File: src/rtl/regs_wb_arbiter.sv
`default_nettype none
// ============================================================================
//  Module   : regs_wb_arbiter
//  Purpose  : Two-port register-file writeback arbiter with a pending-write
//             scoreboard for multi-cycle operations.
//             - p0 (pipeline) has priority. p1 (multi-cycle unit) is forced
//               through after MAX_WAIT consecutive denied cycles.
//             - The granted transfer is registered onto w_regs_* one cycle
//               after the handshake. Writes to x0 are accepted but produce
//               w_regs_en = 0.
//             - The scoreboard marks registers with an outstanding
//               multi-cycle write. Decode queries it through q_addr1/q_addr2.
//  Ports    : clk, rst (synchronous, active-low)
//             p0_valid/p0_ready/p0_addr/p0_data   pipeline writeback
//             p1_valid/p1_ready/p1_addr/p1_data   multi-cycle writeback
//             sb_set_en/sb_set_addr               mark register pending
//             q_addr1/q_addr2 -> q_busy1/q_busy2  pending-write queries
//             w_regs_en/w_regs_addr/w_regs_data   register-file write port
//  Revision : 1.0 - initial release
// ============================================================================
module regs_wb_arbiter #(
  parameter int XLEN     = 32,
  parameter int MAX_WAIT = 4
) (
  input  logic            clk,
  input  logic            rst,
  input  logic            p0_valid,
  output logic            p0_ready,
  input  logic [4:0]      p0_addr,
  input  logic [XLEN-1:0] p0_data,
  input  logic            p1_valid,
  output logic            p1_ready,
  input  logic [4:0]      p1_addr,
  input  logic [XLEN-1:0] p1_data,
  input  logic            sb_set_en,
  input  logic [4:0]      sb_set_addr,
  input  logic [4:0]      q_addr1,
  input  logic [4:0]      q_addr2,
  output logic            q_busy1,
  output logic            q_busy2,
  output logic            w_regs_en,
  output logic [4:0]      w_regs_addr,
  output logic [XLEN-1:0] w_regs_data
);

  // Counter must hold the value MAX_WAIT itself; keep at least one bit.
  localparam int CNT_W = (MAX_WAIT < 1) ? 1 : $clog2(MAX_WAIT + 1);
  localparam logic [CNT_W-1:0] C_MAX_WAIT = CNT_W'(MAX_WAIT);

  logic [CNT_W-1:0] wait_cnt_q, wait_cnt_d;
  logic [31:0]      sb_q, sb_d;
  logic             wen_q, wen_d;
  logic [4:0]       waddr_q, waddr_d;
  logic [XLEN-1:0]  wdata_q, wdata_d;

  logic             force_p1;
  logic             xfer0;
  logic             xfer1;

  always_comb begin
    force_p1   = (wait_cnt_q >= C_MAX_WAIT);

    // Readies are qualified by their own valid and held low during reset.
    p0_ready   = rst && p0_valid && (!p1_valid || !force_p1);
    p1_ready   = rst && p1_valid && (!p0_valid ||  force_p1);

    xfer0      = p0_valid && p0_ready;
    xfer1      = p1_valid && p1_ready;

    // Counts consecutive cycles p1 is left waiting; saturates at MAX_WAIT.
    wait_cnt_d = wait_cnt_q;
    if (!p1_valid || xfer1) begin
      wait_cnt_d = '0;
    end else if (wait_cnt_q < C_MAX_WAIT) begin
      wait_cnt_d = wait_cnt_q + 1'b1;
    end

    // Registered write port: addr/data hold when nothing transfers.
    wen_d   = 1'b0;
    waddr_d = waddr_q;
    wdata_d = wdata_q;
    if (xfer0) begin
      wen_d   = (p0_addr != 5'd0);
      waddr_d = p0_addr;
      wdata_d = p0_data;
    end else if (xfer1) begin
      wen_d   = (p1_addr != 5'd0);
      waddr_d = p1_addr;
      wdata_d = p1_data;
    end

    // Clear is applied before set so a same-cycle re-issue keeps the bit set.
    sb_d = sb_q;
    if (xfer1) begin
      sb_d[p1_addr] = 1'b0;
    end
    if (sb_set_en && (sb_set_addr != 5'd0)) begin
      sb_d[sb_set_addr] = 1'b1;
    end
    sb_d[0] = 1'b0;
  end

  always_ff @(posedge clk) begin
    if (!rst) begin
      wait_cnt_q <= '0;
      sb_q       <= '0;
      wen_q      <= 1'b0;
      waddr_q    <= '0;
      wdata_q    <= '0;
    end else begin
      wait_cnt_q <= wait_cnt_d;
      sb_q       <= sb_d;
      wen_q      <= wen_d;
      waddr_q    <= waddr_d;
      wdata_q    <= wdata_d;
    end
  end

  assign q_busy1     = sb_q[q_addr1];
  assign q_busy2     = sb_q[q_addr2];
  assign w_regs_en   = wen_q;
  assign w_regs_addr = waddr_q;
  assign w_regs_data = wdata_q;

endmodule
`default_nettype wire

File: config.mk
export PLATFORM = sky130hd
export DESIGN_NAME = regs_wb_arbiter
export DESIGN_NICKNAME = d
export VERILOG_FILES = /design/src/rtl/regs_wb_arbiter.sv
export SDC_FILE = /design/constraint.sdc
export NUM_CORES = 1
export LEC_CHECK = 0
export BUFFER_PORTS_ARGS = -buffer_cell sky130_fd_sc_hd__buf_2
export CAP_MARGIN = 20
export CELL_PAD_IN_SITES_DETAIL_PLACEMENT = 1
export CELL_PAD_IN_SITES_GLOBAL_PLACEMENT = 2
export CORE_ASPECT_RATIO = 1.5
export CORE_MARGIN = 2
export CORE_UTILIZATION = 30
export DETAILED_ROUTE_END_ITERATION = 10
export GPL_TIMING_DRIVEN = 0
export PLACE_DENSITY = 0.84
export SYNTH_ARGS = -nofsm -noshare
export SYNTH_HDL_FRONTEND = slang
export SYNTH_SLANG_ARGS = --single-unit
export TNS_END_PERCENT = 5
File: constraint.sdc
create_clock -name clk -period 3.9 [get_ports clk]
set_input_delay 0.585 -clock clk [delete_from_list [all_inputs] [get_ports clk]]
set_output_delay 0.585 -clock clk [all_outputs]
set_load 0.03 [all_outputs]
# After elaboration in Yosys (flattened, before gate mapping)
# Cells that the tools add are included.
# word_totals
regBits	73
in_bits	94
output_inout_bits	42
wordCells	55
# op_classes
order_cmp	8
bitwise_logic	4
add_sub_neg	1
reduce_logical	20
mux	16
# ops
operator	count
$mux W32	4
$and A32 B32 Y32	1
$not A32 Y32	1
$or A32 B32 Y32	1
$lt A5 B6 Y1 const B	4
$reduce_bool A5 Y1	3
$bmux W1 S5	2
$demux W1 S5	2
$ge A5 B1 Y1 const B	2
$mux W5	2
$logic_and A1 B1 Y1	9
$mux W1	6
$add A3 B1 Y3 const B	1
$ge A3 B3 Y1 const B	1
$logic_not A1 Y1	3
$logic_or A1 B1 Y1	3
$lt A3 B3 Y1 const B	1
$reduce_bool A2 Y1	1
$reduce_or A2 Y1	1
$not A1 Y1	1

# Logic depth before layout (Yosys ltp)
# Gate-level depths: netlist (run 1).
# depth
word_depth	9
mapped_depth	7
mapped_depth_nobuf	4

# Worst setup path before layout (run 1)
# No wires, ideal clock.
# synth_path
path_kind	input to output
start	input q_addr1[1]
end	output q_busy1
required_time_ns	3.315
n_path_buf	1
cell_stages	5
t_arrival_ns	1.832
slack_ns	1.483
cell_sequence	buf_2 > mux4_2 > nand2b_1 > o211ai_1 > nand4_1
# synth_between
elab_chain_cells	2
# synth_rtl
element	line	rtl
start, declared	37	input logic [4:0] q_addr1,
$bmux W1 S5	119	assign q_busy1 = sb_q[q_addr1];
$mux W1 (not written as such)	119	
end, declared	39	output logic q_busy1,
# No other way between the ends. The select of a mux whose other input is x is not followed.

# Final worst setup path (run 1)
# layout_path
start	input q_addr2[1]
end	output q_busy2
# layout_between
elab_chain_cells	2
# layout_rtl
element	line	rtl
start, declared	38	input logic [4:0] q_addr2,
$bmux W1 S5	120	assign q_busy2 = sb_q[q_addr2];
$mux W1 (not written as such)	120	
end, declared	40	output logic q_busy2,
# No other way between the ends. The select of a mux whose other input is x is not followed.

==> results of run 1 <==
-- metrics by stage --
stage,utilization (%),instances,instance area [sq um]
floorplan,-,382,3540
global placement,37.8,659,4360
detailed placement,37.8,659,4360
CTS,40.1,675,4630
global route,40.1,675,4630
finish,40.1,675,4630
-- synthesized netlist by cell type (2+ instances only) --
cell	count
nand4b_1	2
a222oi_1	37
nor3_1	2
a21boi_1	11
nand3_1	10
a21oi_1	7
inv_1	2
a211oi_1	2
and2_1	3
nand4_1	3
or3b_1	2
nand2b_1	8
dfxtp_1	72
o211ai_1	2
and2_4	2
mux2i_1	18
nor2_1	13
a21boi_0	20
clkbuf_1	13
a22oi_1	4
mux4_2	6
buf_1	3
nor2b_1	44
buf_2	11
buf_6	3
nand3b_1	3
o2111ai_1	2
nand2_1	38
o21ai_0	31
-- state kept, by name (all words and copies together) (netlist names) --
| name | count |
|---|---|
| wait_cnt_q | 3 |
| sb_q | 31 |
| w_regs_addr | 5 |
| w_regs_en | 1 |
| w_regs_data | 32 |
-- cell type report --
class                      instances  area share, %
buffer                            31           3.38
clock buffer                      12           5.33
clock inverter                     4          0.433
inverter                           2          0.162
multi-input combinational        277           41.7
sequential                        72           31.2
tap                              150           4.06
timing repair buffer             127           13.7
-- critical path, stage by stage --
cell and delay [ns]:
buf_2 0.23, mux4_2 0.54, nand2b_1 0.16, o211ai_1 0.12
nand4_1 0.12, buf_2 0.19
-- report_power, final --
part           switching [uW]  total, uW  leakage [uW]  internal, uW
Combinational             179        299       0.00119           120
Clock                     307        751      0.000136           443
Sequential               16.6        781      0.000587           764
-- cells by family after synthesis --
group	Yosys count
buffers and inverters	33
AOI/OAI and AO/OA	119
adders and majority gates	1
muxes	24
DFF	72
and+or+nand+nor	133
-- per-layer routing --
layer	wire, um	up-vias	GRT usage (%)
li1	-	1722	-
met1	4910	1722	22.1
met2	6540	134	36.2
met4	284	0	8.74
met5	0	-	0
met3	845	17	5.84
-- path summary, 6_finish.rpt --
kind,endpoint,slack (ns),cells after the start
setup / recovery,q_busy2,1.38,6
hold / removal,wait_cnt_q[0]$_SDFFE_PP0N_,0.42,1
hold reg to reg,wait_cnt_q[0]$_SDFFE_PP0N_,0.42,1
setup reg to reg,sb_q[17]$_SDFF_PN0_,2.35,4
==> flow_summary.toml, run 1 <==
[min_path]
min_from = "wait_cnt_q[0]$_SDFFE_PP0N_"
hold_path.class = "register to register"

[final_layout]
final_common_cell = "buf_2"
syn_to_final_growth_pct = 30.8
diodes = 0
drive_gt1_share_pct = 31.4
seqCellArea_sq_um = 1440
fin_nets = 615
final_cell_mix = "buf_2, dfxtp_1, nor2b_1"
fill_cells = 1423
multiInputGateArea_sq_um = 1930

[power_and_ir_drop]
p_leak_uw = 0.00191
vdd_drop_max_mv = 0.232
power_density_nw_per_um2 = 396
p_total_uw = 1830

[flow_run]
drv_cap = 0

[timing]
slew_viol_final = 0
finalCritPeriodShare_pct = 64.7
holdWs_ns = 0.420
max_slew_margin_pct = 52.9
rsz0062_at_grt = "false"
timing.final.ws_setup_ns = 1.38
setup_tns_ns = 0
fmax_mhz = 396
hold_viol_final = 0
skew_ns = 0.00443
tightest_slew_ns = 0.703
finalSetupViolations = 0
period_needed_ns = 2.52

[grt]
grt_pass1_vias = 3845
grt_use_total_pct = 20.2
antenna_found_initial = 0
grt_max_degree = 12
grt_pass1_wl_mm = 19.7
grt-ovfl-total = 0

[critical_path]
timing.rr.start = "wait_cnt_q[2]$_SDFFE_PP0N_"
cp-start-kind = "input pin"
critPathKind = "input pin to output pin"
critPathLaunch = "q_addr2[1]"
cp_max_fo = 10
arrival_ns = 1.94
cp.required_ns = 3.31
cp-end-kind = "output pin"

[die]
placeableCoreArea_sq_um = 11500
ios = 136
die_area_sq_um = 12700
num_rows = 48
initial_core_util_pct = 30.7
die_y_um = 137
die_x_um = 92.6

[routing]
totalWireLength_mm = 12.6
via_per_inst = 5.33
drtIter0Drc = 249
wl_per_cell_um = 18.6
antenna_left = 0
drcViolationCount = 0
vias = 3595
dr.pass1.iters = 7

[synth]
avgSynthCellArea_sq_um = 9.26
synth_area_leaders = "dfxtp_1, a222oi_1, nor2b_1, mux2i_1, o21ai_0"
syn-cell-area_sq_um = 3540
ys_warn_count = 0
synth-seq-area-share_pct = 40.8
synthSimpleGateAreaFrac_pct = 20.1
synth_fa_ha_area_share_pct = 0.354
netlist.top_cell.by_area = "dfxtp_1"
async_flop_share_pct = 0
synth.top_cell.area_share_pct = 40.8
yosysUniqueCellTypes = 37
yosys-mux-area-fraction_pct = 8.92
synth_top_family_by_area = "compound AO/OA/AOI/OAI gates"
synthXorXnorAreaFrac_pct = 0
postSynthNetCount = 477
syn_inst = 382
synth-edff-count = 0
synth-seq-cells = 72
ys.flop_type = "dfxtp_1"
synth-compound-area-share_pct = 25.2

[clock_network]
cts_hold_buf = 0
cts_num_sinks = 72
postCtsSetupBuffers = 0
cts_buffers = 9
cts_tree = "built"
clk_path_buf_depth = 2
cts_resized = 0
htree_levels = 3
clkTransAtPathRegs_ns = 0.05
insertion_delay_ns = 0.34
cts_root_buf = "clkbuf_16"

[placed_design]
dp_worst_setup_slack_ns = 1.37
dp_hpwl_mm = 9.76
portBuffers = 127
gp_congestion = 0.862

[status]
status = "finished clean"
(Power assumes the default switching activity.)
==> run 2: changes to the inputs <==
--- a/config.mk
+++ b/config.mk
@@ -11,10 +11,10 @@
 export CELL_PAD_IN_SITES_GLOBAL_PLACEMENT = 2
 export CORE_ASPECT_RATIO = 1.5
 export CORE_MARGIN = 2
-export CORE_UTILIZATION = 30
+export CORE_UTILIZATION = 28
 export DETAILED_ROUTE_END_ITERATION = 10
 export GPL_TIMING_DRIVEN = 0
-export PLACE_DENSITY = 0.84
+export PLACE_DENSITY = 0.79
 export SYNTH_ARGS = -nofsm -noshare
 export SYNTH_HDL_FRONTEND = slang
 export SYNTH_SLANG_ARGS = --single-unit
==> constraint.sdc (replaced) <==
create_clock -name clk -period 2.5 [get_ports clk]
set_input_delay 0.375 -clock clk [delete_from_list [all_inputs] [get_ports clk]]
set_output_delay 0.375 -clock clk [all_outputs]
set_load 0.03 [all_outputs]
==> run 2 against run 1 <==
Wire length shrank 1.4%. Critical path depth is the same. Combinational power grew 56%. Sequential share of layout area shrank 0.37 points. Largest cell class unchanged. Register-to-register slack lost 1.4 ns. Clock skew grew 0.0012 ns. Via count grew 0.56%. Final area grew 1.2%. Largest power group is now the clock network. Sequential cell count is the same. Global-route usage shrank 1.1 points. Power grew 67%. Utilization shrank 2.3 points.
==> flow_summary.toml, run 2 (synthesis gave the netlist of run 1 again) <==
[timing]
rsz0062_at_grt = "false"
finalCritPeriodShare_pct = 84.2
fmax_mhz = 475
finalSetupViolations = 0
period_needed_ns = 2.11
hold_viol_final = 0
max_slew_margin_pct = 57.6
tightest_slew_ns = 0.633
slew_viol_final = 0
skew_ns = 0.00564
setup_tns_ns = 0

[routing]
drtIter0Drc = 233
wl_per_cell_um = 18.2
via_per_inst = 5.31
antenna_left = 0
dr.pass1.iters = 8
drcViolationCount = 0
vias = 3615
totalWireLength_mm = 12.4

[status]
status = "finished clean"

[power_and_ir_drop]
p_total_uw = 3060
power_density_nw_per_um2 = 654
vdd_drop_max_mv = 0.386
p_leak_uw = 0.00193

[final_layout]
final_cell_mix = "buf_2, dfxtp_1, nor2b_1"
fin_util_pct = 37.8
fill_cells = 1491
drive_gt1_share_pct = 31.4
largest_reg_flops = 32
diodes = 0
syn_to_final_growth_pct = 32.4
fin_nets = 615
fin_area_sq_um = 4680
final_common_cell = "buf_2"

[clock_network]
cts_tree = "built"
cts_resized = 0
cts_buffers = 9
cts_root_buf = "clkbuf_16"
clk_path_buf_depth = 2
cts_num_sinks = 72
postCtsSetupBuffers = 0
cts_hold_buf = 0
insertion_delay_ns = 0.34
htree_levels = 3
clkTransAtPathRegs_ns = 0.06

[critical_path]
critPathKind = "input pin to output pin"
worst-path-buf-inv = 2
slowest_stage = "mux4_2"
crit_path_frequent_cell = "buf_2"
cp-start-kind = "input pin"
cp_max_fo = 10
cp-end-kind = "output pin"
cpPeakStageDelay_ns = 0.55
critical_path_depth = 6
path_delay_family = "multiplexers"
arrival_ns = 1.73
crit_path_cell_trace = "buf_2, mux4_2, nand2b_1, o211ai_1, nand4_1, buf_2"
cp.required_ns = 2.12
reg2reg_depth = 4

[grt]
grt-ovfl-total = 0
grt_use_total_pct = 19.0
antenna_found_initial = 0
grt_max_degree = 13
grt_pass1_wl_mm = 20.1
grt_pass1_vias = 3929

[die]
die_x_um = 95.8
placeableCoreArea_sq_um = 12400
ios = 136
initial_core_util_pct = 28.5
die_area_sq_um = 13600
die_y_um = 142
num_rows = 50

[placed_design]
place_area_sq_um = 4370
gp_congestion = 0.810
portBuffers = 127
dp_hpwl_mm = 9.46

[flow_run]
drv_cap = 0

[min_path]
hold_path_depth = 3
hold_path.class = "input pin to register"
[run 2: cell types whose count changed in the layout (fill, tap and decap cells not counted)]
cell	delta
bufinv_16	+2
clkbuf_8	-1
clkinv_2	-3
clkinv_4	+1
clkinvlp_4	+1
[run 2: through the flow]
step	hold slack, ns	setup WS, ns	cells
2_1_floorplan	0.398	0.503	382
6_report	0.274	0.394	681
3_3_place_gp	0.408	0.371	665
4_1_cts	0.269	0.382	681
3_5_place_dp	0.418	0.382	665
5_1_grt	0.297	0.289	681
[run 2: worst reg2reg max path: stages (launching register included)]
cell and delay [ns]:
dfxtp_1 0.34, nand2b_1 0.20, nand4b_1 0.44, o21ai_0 0.32, a21boi_0 0.11
[run 2: routing by layer]
metal / GRT usage (%) / vias to the layer above / wire length, um
met5: 0 / - / 0
met4: 7.67 / 0 / 350
met3: 4.20 / 21 / 531
met2: 34.2 / 106 / 6710
met1: 21.3 / 1775 / 4820
li1: - / 1713 / -
[run 2: cell type report]
type,count,area (sq um),share of cell area (%)
clock inverters,5,81.3,1.74
plain buffers,31,156,3.34
multi-input cells,277,1930,41.2
flip-flops and latches,72,1440,30.8
well taps,156,195,4.17
repair buffers,127,636,13.6
clock buffers,11,233,4.97
inverters,2,7.51,0.160
[run 2: power breakdown]
group	internal, uW	total (uW)	switching [uW]	leakage, uW
sequential	1190	1220	24.3	0.000587
clock	874	1380	506	0.000150
combinational	187	467	280	0.00119
total	2250	3060	810	0.00193
[run 2: worst paths after layout]
path                                                   end  slack (ns)                       start
worst max-delay path                               q_busy2        0.39                  q_addr2[1]
worst min-delay path                  w_regs_en$_SDFF_PN0_        0.27                  p0_addr[0]
worst max register to register         sb_q[30]$_SDFF_PN0_        0.96  wait_cnt_q[2]$_SDFFE_PP0N_
worst min register to register  wait_cnt_q[0]$_SDFFE_PP0N_        0.42  wait_cnt_q[0]$_SDFFE_PP0N_
==> run 3: changes to the inputs <==
--- a/config.mk
+++ b/config.mk
@@ -5,13 +5,14 @@
 export SDC_FILE = /design/constraint.sdc
 export NUM_CORES = 1
 export LEC_CHECK = 0
+export ABC_AREA = 1
 export BUFFER_PORTS_ARGS = -buffer_cell sky130_fd_sc_hd__buf_2
 export CAP_MARGIN = 20
 export CELL_PAD_IN_SITES_DETAIL_PLACEMENT = 1
 export CELL_PAD_IN_SITES_GLOBAL_PLACEMENT = 2
 export CORE_ASPECT_RATIO = 1.5
 export CORE_MARGIN = 2
-export CORE_UTILIZATION = 28
+export CORE_UTILIZATION = 25
 export DETAILED_ROUTE_END_ITERATION = 10
 export GPL_TIMING_DRIVEN = 0
 export PLACE_DENSITY = 0.79
==> constraint.sdc (replaced) <==
create_clock -name clk -period 2 [get_ports clk]
set_input_delay 0.3 -clock clk [delete_from_list [all_inputs] [get_ports clk]]
set_output_delay 0.3 -clock clk [all_outputs]
set_load 0.03 [all_outputs]
==> run 3 against run 2 <==
Combinational power up 42%. Die area rose by 24%. Power grew 27%. Clock skew is 0.0026 ns lower. Area after synthesis rose by 11%. First-iteration DRC count decreased by 45%. Register-to-register slack got worse by 0.56 ns. Worst hold slack worse by 0.022 ns. Non-clock buffer count grew 4. Via count rose by 28%. Critical path type is now register to output pin.
==> flow_summary.toml, run 3 <==
[synth]
syn_inst = 629
synth.top_cell.area_share_pct = 36.6
synth-seq-cells = 72
synth-seq-area-share_pct = 36.6
synth-edff-count = 0
synthTopCellsByCount = "nand2_1, nand3_1, inv_1"
ys.flop_type = "dfxtp_1"
postSynthNetCount = 724
avgSynthCellArea_sq_um = 6.26
yosysUniqueCellTypes = 25
async_flop_share_pct = 0
synth_most_common_cell = "nand2_1"
synth_area_leaders = "dfxtp_1, nand2_1, nand3_1, inv_1, o21ai_0"
syn-cell-area_sq_um = 3940
ys_warn_count = 0
netlist.top_cell.by_area = "dfxtp_1"

[timing]
rsz0062_at_grt = "false"
skew_ns = 0.00301
hold_viol_final = 0
slew_viol_final = 0
timing.final.ws_setup_ns = 0.152
max_slew_margin_pct = 49.3
period_needed_ns = 1.85
tightest_slew_ns = 0.758
finalSetupViolations = 0
setup_tns_ns = 0
fmax_mhz = 541
finalCritPeriodShare_pct = 92.4

[final_layout]
fin_nets = 866
final_common_cell = "nand2_1"
fill_cells = 2090
drive_gt1_share_pct = 23.1
fin_util_pct = 33.2
largest_reg_flops = 32
syn_to_final_growth_pct = 31.1
fin_area_sq_um = 5160
final_cell_mix = "nand2_1, buf_2, nand3_1"

[power_and_ir_drop]
p_total_uw = 3890
p_leak_uw = 0.00268
vdd_drop_max_mv = 0.396
power_density_nw_per_um2 = 754

[grt]
antenna_found_initial = 3
grt_pass1_wl_mm = 24.5
grt_max_degree = 13
grt_use_total_pct = 18.6
grt-ovfl-total = 0
grt_pass1_vias = 4898

[critical_path]
crit_path_cell_trace = "inv_1, nand2_1, nand2_2, inv_2, buf_6, buf_2"
path_delay_family = "buffers and inverters"
cp.required_ns = 1.70
cp_max_fo = 10
slowest_stage = "dfxtp_1"
arrival_ns = 1.55
critPathKind = "register to output pin"
cp-end-kind = "output pin"
cp-start-kind = "register"
cpPeakStageDelay_ns = 0.35
worst-path-buf-inv = 4

[placed_design]
dp_worst_setup_slack_ns = 0.177
dp_hpwl_mm = 12.3
place_area_sq_um = 4850
gp_congestion = 0.821
portBuffers = 131

[clock_network]
cts_root_buf = "clkbuf_16"
cts_resized = 0
postCtsSetupBuffers = 0
cts_hold_buf = 0
cts_buffers = 9
insertion_delay_ns = 0.33
cts_num_sinks = 72
clk_path_buf_depth = 2
clkTransAtPathRegs_ns = 0.06
cts_tree = "built"
htree_levels = 3

[routing]
via_per_inst = 4.72
vias = 4627
dr.pass1.iters = 4
antenna_left = 0
totalWireLength_mm = 15.1
wl_per_cell_um = 15.4
drcViolationCount = 0
drtIter0Drc = 127

[flow_run]
drv_cap = 0

[die]
die_y_um = 158
die_area_sq_um = 16800
die_x_um = 106
num_rows = 56
placeableCoreArea_sq_um = 15600
ios = 136
initial_core_util_pct = 25.3

[min_path]
hold_path.class = "input pin to register"

[status]
status = "finished clean"
## run 3: cell count changes after synthesis, moves of 9 or more
cell      delta
nand2_1    +188
nand3_1    +122
inv_1       +71
nor2b_1     -44
a222oi_1    -37
a21oi_1     +25
a21boi_0    -20
mux2i_1     -18
a21boi_1    -11
clkbuf_1     -9
## run 3: through the flow
step                      cells  hold slack [ns]
after global placement      963            0.408
after global routing        978            0.252
final                       980            0.252
after CTS                   978            0.250
after floorplan             629            0.399
after detailed placement    963            0.423
## run 3: layout make-up
| class | count | area [sq um] | share of cell area [%] |
|---|---|---|---|
| diodes | 2 | 5.00 | 0.0970 |
| plain buffers | 31 | 211 | 4.10 |
| clock buffers | 9 | 225 | 4.36 |
| clock inverters | 6 | 85.1 | 1.65 |
| inverters | 77 | 289 | 5.60 |
| multi-input cells | 449 | 1990 | 38.6 |
| flip-flops and latches | 72 | 1440 | 27.9 |
| well taps | 203 | 254 | 4.92 |
| repair buffers | 131 | 656 | 12.7 |
## run 3: cells by family (layout without fill, tap and decap cells)
group | after synthesis | count (layout) | share of synthesized area, %
and+or+nand+nor | 377 | 377 | 40.9
buffers and inverters | 108 | 254 | 12.7
other | 0 | 2 | 0
AOI/OAI and AO/OA | 71 | 71 | 9.41
DFF | 72 | 72 | 36.6
adders and majority gates | 1 | 1 | 0.318
## run 3: final timing paths
kind                         startpoint  slack [ns]                         end  cells after the start
max          wait_cnt_q[2]$_SDFFE_PP0N_        0.15                    p1_ready                      6
min                          p1_addr[1]        0.25        w_regs_en$_SDFF_PN0_                      3
max reg2reg  wait_cnt_q[2]$_SDFFE_PP0N_        0.40          sb_q[3]$_SDFF_PN0_                      7
min reg2reg  wait_cnt_q[0]$_SDFFE_PP0N_        0.42  wait_cnt_q[0]$_SDFFE_PP0N_                      1
## run 3: worst reg2reg max path, delay by kind of cell, from the launching register on
family / cells / cell delay (ns)
flip-flops: 1 / 0.35
buffers and inverters: 1 / 0.08
AO/OA/AOI/OAI: 2 / 0.37
AND/OR/NAND/NOR: 4 / 0.66
## run 3: report_power, final
part / internal (uW) / switching [uW]
clock network: 1080 / 624
registers: 1490 / 31.4
logic: 226 / 436
total: 2800 / 1090
## run 3: layer usage
layer  vias to the layer above  share of wire (%)  wire length [um]  global-route usage, %
li1                       2303                  -                 -                      -
met1                      2135                 37              5510                   18.6
met2                       152                 53              7950                   34.6
met3                        35                7.5              1130                   5.97
met4                         2                3.3               491                   8.47
met5                         -              0.073                11                      0
